===== config.mk =====
export PLATFORM = sky130hd
export DESIGN_NAME = calc_display_flat
export DESIGN_NICKNAME = d
export VERILOG_FILES = /design/src/rtl/calc_display_pkg.sv /design/src/rtl/calc_display_if.sv /design/src/rtl/calc_display_seg7_decode.sv /design/src/rtl/calc_display.sv /design/src/flat_wrapper.sv
export SDC_FILE = /design/constraint.sdc
export NUM_CORES = 1
export LEC_CHECK = 0
export CAP_MARGIN = 10
export CORE_MARGIN = 3
export CORE_UTILIZATION = 29
export CTS_CLUSTER_DIAMETER = 100
export DETAILED_ROUTE_END_ITERATION = 10
export DONT_BUFFER_PORTS = 1
export PLACE_DENSITY = 0.53
export SLEW_MARGIN = 0
export SYNTH_ARGS = -nofsm -noshare
export SYNTH_HDL_FRONTEND = slang
export SYNTH_SLANG_ARGS = --single-unit

===== constraint.sdc =====
create_clock -name clock -period 2.7 [get_ports clock]
set_input_delay 0.27 -clock clock [delete_from_list [all_inputs] [get_ports clock]]
set_output_delay 0.27 -clock clock [all_outputs]
set_load 0.01 [all_outputs]

===== src/rtl/calc_display_pkg.sv =====
// ============================================================================
// Module  : calc_disp_pkg
// Purpose : Shared types, status encodings and segment codes for calc_display.
// Rev     : 1.0  initial release
// ============================================================================
`default_nettype none

package calc_disp_pkg;

    typedef logic [3:0] digit_t;
    typedef logic [1:0] status_t;

    localparam status_t ST_ERR   = 2'b00;
    localparam status_t ST_BUSY  = 2'b01;
    localparam status_t ST_READY = 2'b10;

    // Segment codes are {g,f,e,d,c,b,a}, active-low.
    localparam logic [6:0] SEG_0     = 7'h40;
    localparam logic [6:0] SEG_1     = 7'h79;
    localparam logic [6:0] SEG_2     = 7'h24;
    localparam logic [6:0] SEG_3     = 7'h30;
    localparam logic [6:0] SEG_4     = 7'h19;
    localparam logic [6:0] SEG_5     = 7'h12;
    localparam logic [6:0] SEG_6     = 7'h02;
    localparam logic [6:0] SEG_7     = 7'h78;
    localparam logic [6:0] SEG_8     = 7'h00;
    localparam logic [6:0] SEG_9     = 7'h10;
    localparam logic [6:0] SEG_DASH  = 7'h3F;
    localparam logic [6:0] SEG_BLANK = 7'h7F;
    localparam logic [6:0] SEG_E     = 7'h06;
    localparam logic [6:0] SEG_R     = 7'h2F;
    localparam logic [6:0] SEG_O     = 7'h23;

endpackage

`default_nettype wire


===== src/rtl/calc_display_if.sv =====
// ============================================================================
// Module  : calc_display_if
// Purpose : Serial digit stream from the calculator core to the display.
// Rev     : 1.0  initial release
// ============================================================================
`default_nettype none

interface calc_display_if;
    import calc_disp_pkg::*;

    status_t    status_i;
    digit_t     data_i;
    logic [3:0] pos_i;

    modport master (output status_i, output data_i, output pos_i);
    modport slave  (input  status_i, input  data_i, input  pos_i);

endinterface

`default_nettype wire


===== src/rtl/calc_display_seg7_decode.sv =====
// ============================================================================
// Module  : seg7_decode
// Purpose : Combinational digit-to-segment decoder with blanking override.
// Rev     : 1.0  initial release
// ============================================================================
`default_nettype none

module seg7_decode
    import calc_disp_pkg::*;
(
    input  digit_t     value,
    input  logic       blank,
    output logic [6:0] seg
);

    always_comb begin
        seg = SEG_DASH;
        if (blank) begin
            seg = SEG_BLANK;
        end else begin
            case (value)
                4'd0:    seg = SEG_0;
                4'd1:    seg = SEG_1;
                4'd2:    seg = SEG_2;
                4'd3:    seg = SEG_3;
                4'd4:    seg = SEG_4;
                4'd5:    seg = SEG_5;
                4'd6:    seg = SEG_6;
                4'd7:    seg = SEG_7;
                4'd8:    seg = SEG_8;
                4'd9:    seg = SEG_9;
                default: seg = SEG_DASH;
            endcase
        end
    end

endmodule

`default_nettype wire


===== src/rtl/calc_display.sv =====
// ============================================================================
// Module  : calc_display
// Purpose : Frame capture/commit of the core's digit stream and 8-digit scan.
// Rev     : 1.0  initial release
// ============================================================================
`default_nettype none

module calc_display
    import calc_disp_pkg::*;
#(
    parameter int REFRESH_DIV = 50000,
    parameter bit BLANK_LZ    = 1'b1,
    parameter int NDIG        = 8
) (
    input  logic                 clock,
    input  logic                 reset,
    calc_display_if.slave        core,
    output logic [7:0]           an,
    output logic [6:0]           seg,
    output logic                 dp,
    output logic                 frame_done
);

    localparam int TICK_W = (REFRESH_DIV > 1) ? $clog2(REFRESH_DIV) : 1;
    typedef logic [TICK_W-1:0] tick_t;
    localparam tick_t TICK_LAST = tick_t'(REFRESH_DIV - 1);

    logic [NDIG-1:0][3:0] shadow_q, shadow_d;
    logic [NDIG-1:0][3:0] disp_q,   disp_d;
    logic [2:0]           scan_q,   scan_d;
    tick_t                tick_q,   tick_d;
    status_t              st_q,     st_d;
    logic                 err_q,    err_d;
    logic [7:0]           an_q,     an_d;
    logic [6:0]           seg_q,    seg_d;
    logic                 frame_done_q, frame_done_d;

    logic                 commit;
    logic                 wrap;
    logic [NDIG-1:0]      tail_zero;
    logic                 lz_blank;
    logic [6:0]           dec_seg;
    logic [6:0]           err_seg;
    logic [7:0]           an_next;

    // tail_zero[i]: this digit and every more-significant digit are zero
    for (genvar i = 0; i < NDIG; i++) begin : g_lz
        assign tail_zero[i] = (disp_q[NDIG-1:i] == '0);
    end

    assign lz_blank = BLANK_LZ && (scan_q != 3'd0) && tail_zero[scan_q];

    seg7_decode u_decode (
        .value (disp_q[scan_q]),
        .blank (lz_blank),
        .seg   (dec_seg)
    );

    always_comb begin
        err_seg = SEG_BLANK;
        case (scan_q)
            3'd3:    err_seg = SEG_E;
            3'd2:    err_seg = SEG_R;
            3'd1:    err_seg = SEG_R;
            3'd0:    err_seg = SEG_O;
            default: err_seg = SEG_BLANK;
        endcase
    end

    always_comb begin
        shadow_d = shadow_q;
        if (core.status_i == ST_BUSY && !core.pos_i[3]) begin
            shadow_d[core.pos_i[2:0]] = core.data_i;
        end

        // A would-be commit and an error are mutually exclusive on status_i,
        // so gating on err_q alone keeps the error sticky over later frames.
        commit       = (st_q == ST_BUSY) && (core.status_i == ST_READY) && !err_q;
        disp_d       = commit ? shadow_q : disp_q;
        frame_done_d = commit;
        st_d         = core.status_i;
        err_d        = err_q | (core.status_i == ST_ERR);

        wrap   = (tick_q == TICK_LAST);
        tick_d = wrap ? '0 : tick_q + tick_t'(1);
        scan_d = wrap ? scan_q + 3'd1 : scan_q;

        an_next         = 8'hFF;
        an_next[scan_q] = 1'b0;
        an_d  = wrap ? an_next : an_q;
        seg_d = wrap ? (err_q ? err_seg : dec_seg) : seg_q;
    end

    always_ff @(posedge clock or posedge reset) begin
        if (reset) begin
            shadow_q     <= '0;
            disp_q       <= '0;
            scan_q       <= '0;
            tick_q       <= '0;
            st_q         <= ST_ERR;
            err_q        <= 1'b0;
            an_q         <= 8'hFF;
            seg_q        <= SEG_BLANK;
            frame_done_q <= 1'b0;
        end else begin
            shadow_q     <= shadow_d;
            disp_q       <= disp_d;
            scan_q       <= scan_d;
            tick_q       <= tick_d;
            st_q         <= st_d;
            err_q        <= err_d;
            an_q         <= an_d;
            seg_q        <= seg_d;
            frame_done_q <= frame_done_d;
        end
    end

    assign an         = an_q;
    assign seg        = seg_q;
    assign dp         = 1'b1;
    assign frame_done = frame_done_q;

endmodule

`default_nettype wire

===== src/flat_wrapper.sv =====
// flat-port wrapper written by rule: the top's interface ports become plain ports
module calc_display_flat import calc_disp_pkg::*;
#(
    parameter int REFRESH_DIV = 50000,
    parameter bit BLANK_LZ    = 1'b1,
    parameter int NDIG        = 8
)
  (clock, reset, an, seg, dp, frame_done, core_status_i, core_data_i, core_pos_i);
  calc_display_if core_i ();
  input  logic clock;
  input  logic reset;
  output logic [7:0] an;
  output logic [6:0] seg;
  output logic dp;
  output logic frame_done;
  input wire logic [$bits(core_i.status_i)-1:0] core_status_i;
  input wire logic [$bits(core_i.data_i)-1:0] core_data_i;
  input wire logic [$bits(core_i.pos_i)-1:0] core_pos_i;
  assign core_i.status_i = core_status_i;
  assign core_i.data_i = core_data_i;
  assign core_i.pos_i = core_pos_i;
  calc_display #(.REFRESH_DIV(REFRESH_DIV), .BLANK_LZ(BLANK_LZ), .NDIG(NDIG)) u_core (.clock(clock), .reset(reset), .core(core_i), .an(an), .seg(seg), .dp(dp), .frame_done(frame_done));
endmodule

* Yosys cells after proc, flatten, opt, wreduce, memory -nomap -nowiden
Memories as Yosys holds them, arrays and structs flattened.
Cells that the tools add are included.
** Operators by class
- Reduce and logical (&&, ||, !) cells :: 20
- Bitwise logic cells :: 2
- Equal/unequal tests :: 7
- Add/sub/neg operators :: 2
- Muxes and demuxes :: 13
- Magnitude comparators :: 4
** Operators by type and width (count)
- $bwmux 32 :: 1
- $logic_not 32->1 :: 1
- $logic_not 28->1 :: 1
- $logic_not 24->1 :: 1
- $pmux 7 s3 :: 1
- $logic_not 20->1 :: 1
- $add 16x1->16 const B :: 1
- $eq 16x16->1 const B :: 1
- $logic_not 16->1 :: 1
- $mux 16 :: 1
- $mux 7 :: 2
- $bmux 4 s3 :: 1
- $demux 4 s3 :: 1
- $logic_not 12->1 :: 1
- $logic_not 8->1 :: 1
- $lt 3x4->1 const B :: 2
- $mux 4 :: 2
- $not 8->8 :: 1
- $eq 3x2->1 const B :: 2
- $ge 3x1->1 const B :: 2
- $logic_and 1x1->1 :: 6
- $eq 2x1->1 const B :: 2
- $logic_not 4->1 :: 1
- $add 3x1->3 const B :: 1
- 11 further kinds :: 13
** Storage, ports and cells
- Memories kept :: 1
- Memory bits (read-only) :: 112
- Word-level logic and storage cells :: 72
- Input bits :: 12
- Bits in registers :: 102
** Memory list
- (name not given) :: words 16, bits a word 7, read ports 1, clocked after Yosys merged registers in 0, wr ports 0, line calc_display_seg7_decode.sv:21 : case (value)

* Longest topological paths before layout
Gate-level depths: netlist (run 1).
- Word-level depth :: 6
- Depth in mapped cells :: 10
- Gate-level depth less buffers :: 8

* Modules after synthesis
A second synthesis (run 1) with hierarchy kept.
** Unflattened totals
- Cell total of the unflattened synthesis :: 393
- Area total of the unflattened synthesis :: 4783.3 um2
** By module, submodules not included
- calc_display :: times used 1, area an instance 4548.1 um2, cells each 358
- seg7_decode :: times used 1, area an instance 235.2 um2, cells each 35

* Worst setup path before layout (run 1)
No wires, ideal clock.
- Path kind :: register to register
- Start point :: register u_core.scan_q[0]
- End point :: register u_core.seg_q[0] (netlist: u_core.seg[0])
- Buffers on the path :: 2
- Data arrival time :: 2.079 ns
- Setup slack :: 0.515 ns
- Stages on the path, launching flop included :: 11
- Required time :: 2.594 ns
- Path through :: dfrtp_1 > buf_6 > buf_2 > mux4_2 > nand2_1 > and2_1 > inv_1 > ha_1 > and2_1 > o21ai_0 > a41oi_1
** Between the ends
- Word-level cells in the longest chain between the ends :: 5
- Elaborated cells on any way between the ends :: 15
- Classes of those cells :: 3 x eq/ne; 7 x mux; 4 x reduce/logical; 1 x memory
** Ends and longest elaborated chain
- start, declared :: line calc_display.sv:30 : logic [2:0] scan_q, scan_d;
- start signal, assigned :: line calc_display.sv:108 : scan_q <= scan_d;
- $bmux 4 s3 or $bmux 1 s3 (tied branches) :: line calc_display.sv:54, calc_display.sv:51
- $mux 4 (not written as such) or $mux 1 (tied branches) :: line calc_display.sv:54, calc_display.sv:51
- $mem_v2 16x7 or $logic_and 1x1->1 (tied branches)
- $mux 7 :: line calc_display_seg7_decode.sv:18 : if (blank) begin
- $mux 7 * :: line calc_display.sv:91 : seg_d = wrap ? (err_q ? err_seg : dec_seg) : seg_q;
- end signal, assigned :: line calc_display.sv:113 : seg_q <= seg_d;
- end, declared :: line calc_display.sv:35 : logic [6:0] seg_q, seg_d;
Every way passes the cells marked *; elsewhere a longest branch is shown, timed or not. The select of a mux whose other input is x is not followed.
A chain may end at the register's enable or synchronous reset.

* Worst setup path in the final report (run 1)
- Start point :: register u_core.scan_q[0]
- End point :: register u_core.seg_q[3] (netlist: u_core.seg[3])
The elaborated chain is that of the path after synthesis.

==> results_dict.tcl, run 1 <==
set metrics [dict create \
    ys_seq_elements 102 \
    root_buffer "clkbuf_16" \
    num_vias 2843 \
    comb_power_share_pct 5.0 \
    fin_setup_tns_ns 0 \
    drc_errors 0 \
    crit_required_ns 2.97 \
    worstRegToRegCells 7 \
    async_flop_share_pct 100 \
    power_density_nw_per_um2 598 \
    switching_share_pct 22.1 \
    fin_nets 401 \
    synthDominantCellAreaShare_pct 46.3 \
    clkSlewWorstSetupHoldPaths_ns 0.07 \
    initial_utilization_pct 30.2 \
    rsz0062_at_grt "no" \
    slew_violations 0 \
    max-slew-margin-rel_pct 59.1 \
    cp_max_fo 10 \
    port_buffers 0 \
    hold_viol_final 0 \
    crit_type "register to register" \
    syn_avg_cell_area_sq_um 12.7 \
    syn_nets 394 \
    dpl.hpwl_um 7030 \
    die_w_um 133 \
    grt_max_degree 62 \
    syn2layout_area_growth_pct 13.0 \
    setup_violations 0 \
    run_status "complete, no violations" \
    drtAntennaViolNets 0 \
    avgRoutedWirePerCell_um 16.5 \
    first_iter_violations 188 \
    holdPathStages 1 \
    min_period_over_period_pct 88.3 \
    n_antenna_cell 0 \
    final_common_cell "dfrtp_1" \
    clock_sinks 102 \
    grt_pass1_vias 2841 \
    wl_um 9780 \
    netlist_area_sq_um 4700 \
    period_minus_slack_ns 2.38 \
    mostFrequentLayoutCells "dfrtp_1, mux2_2, nor2_1" \
    synth_cell_type_count 46 \
    n_fill_cell 1545 \
    grt_overflow_total 0 \
    yosys-top-cells-area "dfrtp_1, mux2_2, dfstp_2, ha_1, mux4_1" \
    p_int_uw 2470 \
    dr.pass1.iters 4 \
    grt_usage_pct 11.6 \
    gp_congestion 0.763 \
    core_area_sq_um 15500 \
    p_clk_share_pct 42.1 \
    cts.htree.levels 3 \
    grt_pass1_wl_um 16200 \
    ioPinCount 29 \
    p_leak_uw 0.00242 \
    synth_edf_count 0 \
    max_freq_mhz 420 \
    seq_power_share_pct 52.9 \
    maxCapViolCount 0 \
    cts_tree "built" \
    die_y_um 133 \
    peakVddDrop_v 0.000276 \
    postLayoutCellArea_sq_um 5310 \
    worst_pin_slew_ns 0.613 \
    cts_made_buffers 9 \
    syn_inst 371 \
    layout-drive-gt1-share_pct 30.0 \
    yosysTopAreaCell "dfrtp_1" \
    switchingPower_uw 701 \
    dieArea_sq_um 17800 \
    seq_area_frac_synth_pct 54.7 \
    fin_skew_ns 0.00958 \
    placed_area_sq_um 4970 \
    insertion_delay_ns 0.35 \
    vias_per_cell 4.79 \
    yosysWarnings 0 \
    rows 45 \
    clk_path_buf_depth 2 \
    hold_class "input pin to register" \
    critPathCaptureType "register" \
    start_kind "register" \
    crit_arrival_ns 2.65 \
    antenna_found_initial 0 \
    dominantRegCellSynth "dfrtp_1" \
]
critical path, stage by stage, from the launching register on:
cell	delay, ns
dfrtp_1	0.58
mux4_1	0.64
mux2_2	0.33
inv_1	0.13
ha_1	0.26
nor2_1	0.10
o21ai_0	0.08
a31oi_1	0.19
path summary, 6_finish.rpt:
kind                                               from                           to  slack (ns)
max                        u_core.scan_q[0]$_DFFE_PP0N_    u_core.seg[3]$_DFFE_PP1N_        0.32
min                                    core_status_i[0]       u_core.err_q$_DFF_PP0_        0.02
max reg2reg                u_core.scan_q[0]$_DFFE_PP0N_    u_core.seg[3]$_DFFE_PP1N_        0.32
min reg2reg                  u_core.tick_q[0]$_DFF_PP0_   u_core.tick_q[0]$_DFF_PP0_        0.45
max in group asynchronous                         reset     u_core.an[0]$_DFFE_PP1N_        1.59
min in group asynchronous                         reset  u_core.frame_done$_DFF_PP0_        0.42
metrics by stage:
step	hold WS (ns)	setup slack, ns	cells	power [uW]	util (%)
after floorplan	0.301	0.515	371	1810	-
after global placement	0.187	0.385	575	1850	32.0
after global routing	0.0164	0.119	594	3310	34.2
final	0.0235	0.317	594	3170	34.2
after CTS	0.00753	0.306	594	3220	34.2
after detailed placement	0.188	0.325	575	1860	32.0
state kept, by name (all words and copies together), names as in the netlist:
name / count
u_core.err_q: 1
u_core.an: 8
u_core.frame_done: 1
u_core.disp_q: 32
u_core.tick_q: 16
u_core.seg: 7
u_core.shadow_q: 32
u_core.st_q: 2
u_core.scan_q: 3
metal layers:
layer | share of wire, % | global-route usage [%]
met1 | 48 | 16.0
met5 | 0 | 0
met3 | 4.9 | 4.23
met4 | 0.96 | 2.91
met2 | 46 | 17.5
cell families (layout without fill, tap and decap cells):
kind of cell,Yosys count,in the layout,synth area share (%)
flip-flops,102,102,54.7
AND/OR/NAND/NOR,100,100,10.4
multiplexers,77,77,21.0
AO/OA/AOI/OAI,39,39,5.65
buffers and inverters,26,38,2.45
XOR/XNOR,15,15,2.80
adder cells (fa/ha/maj),11,11,2.93
other,1,1,0.0798
repair_timing:
| action | 4_1_cts | 5_1_grt |
|---|---|---|
| endpoints found under the hold margin | 22 | 0 |
| setup buffers | 0 | 0 |
| hold buffers | 3 | 0 |
| gates resized for setup | 0 | 0 |
area by class of cell:
| cell class | instances | area [sq um] | area share [%] |
|---|---|---|---|
| multi-input cells | 243 | 2010 | 37.9 |
| repair buffers | 13 | 118 | 2.21 |
| clock buffers | 11 | 243 | 4.57 |
| well taps | 211 | 264 | 4.97 |
| clock inverters | 5 | 65.1 | 1.23 |
| flip-flops and latches | 102 | 2570 | 48.4 |
| inverters | 9 | 37.5 | 0.707 |
power groups by stage:
stage,combinational (uW),clock (uW),sequential [uW]
global route,180,1440,1690
floorplan,131,0,1680
global placement,153,0,1700
CTS,163,1380,1680
detailed placement,158,0,1710
finish,158,1340,1680
synth_stat cells (2+ instances only):
library cell and instances:
a21oi_1 5, a31oi_1 12, a41oi_1 3, and2_1 3, and3_1 6, buf_1 3, buf_2 5, clkbuf_1 7
clkinv_1 2, dfrtp_1 87, dfstp_2 15, ha_1 11, inv_1 7, mux2_2 66, mux2i_1 2, mux4_1 5
mux4_2 3, nand2_1 21, nand3_1 9, nand3b_1 2, nand4_1 3, nor2_1 35, nor2b_1 3, nor3_1 4
nor4_1 8, nor4b_1 2, o21ai_0 9, o22ai_1 2, xnor2_1 6, xor2_1 9
No activity file was read; power rests on OpenSTA's default activity.
==> run 2, diff against run 1 <==
--- a/config.mk
+++ b/config.mk
@@ -9,6 +9,7 @@
 export CORE_MARGIN = 3
 export CORE_UTILIZATION = 29
 export CTS_CLUSTER_DIAMETER = 100
+export CTS_CLUSTER_SIZE = 40
 export DETAILED_ROUTE_END_ITERATION = 10
 export DONT_BUFFER_PORTS = 1
 export PLACE_DENSITY = 0.53
==> results of run 2 <==
No change in the layout: final DEF, timing and power equal those of run 1.
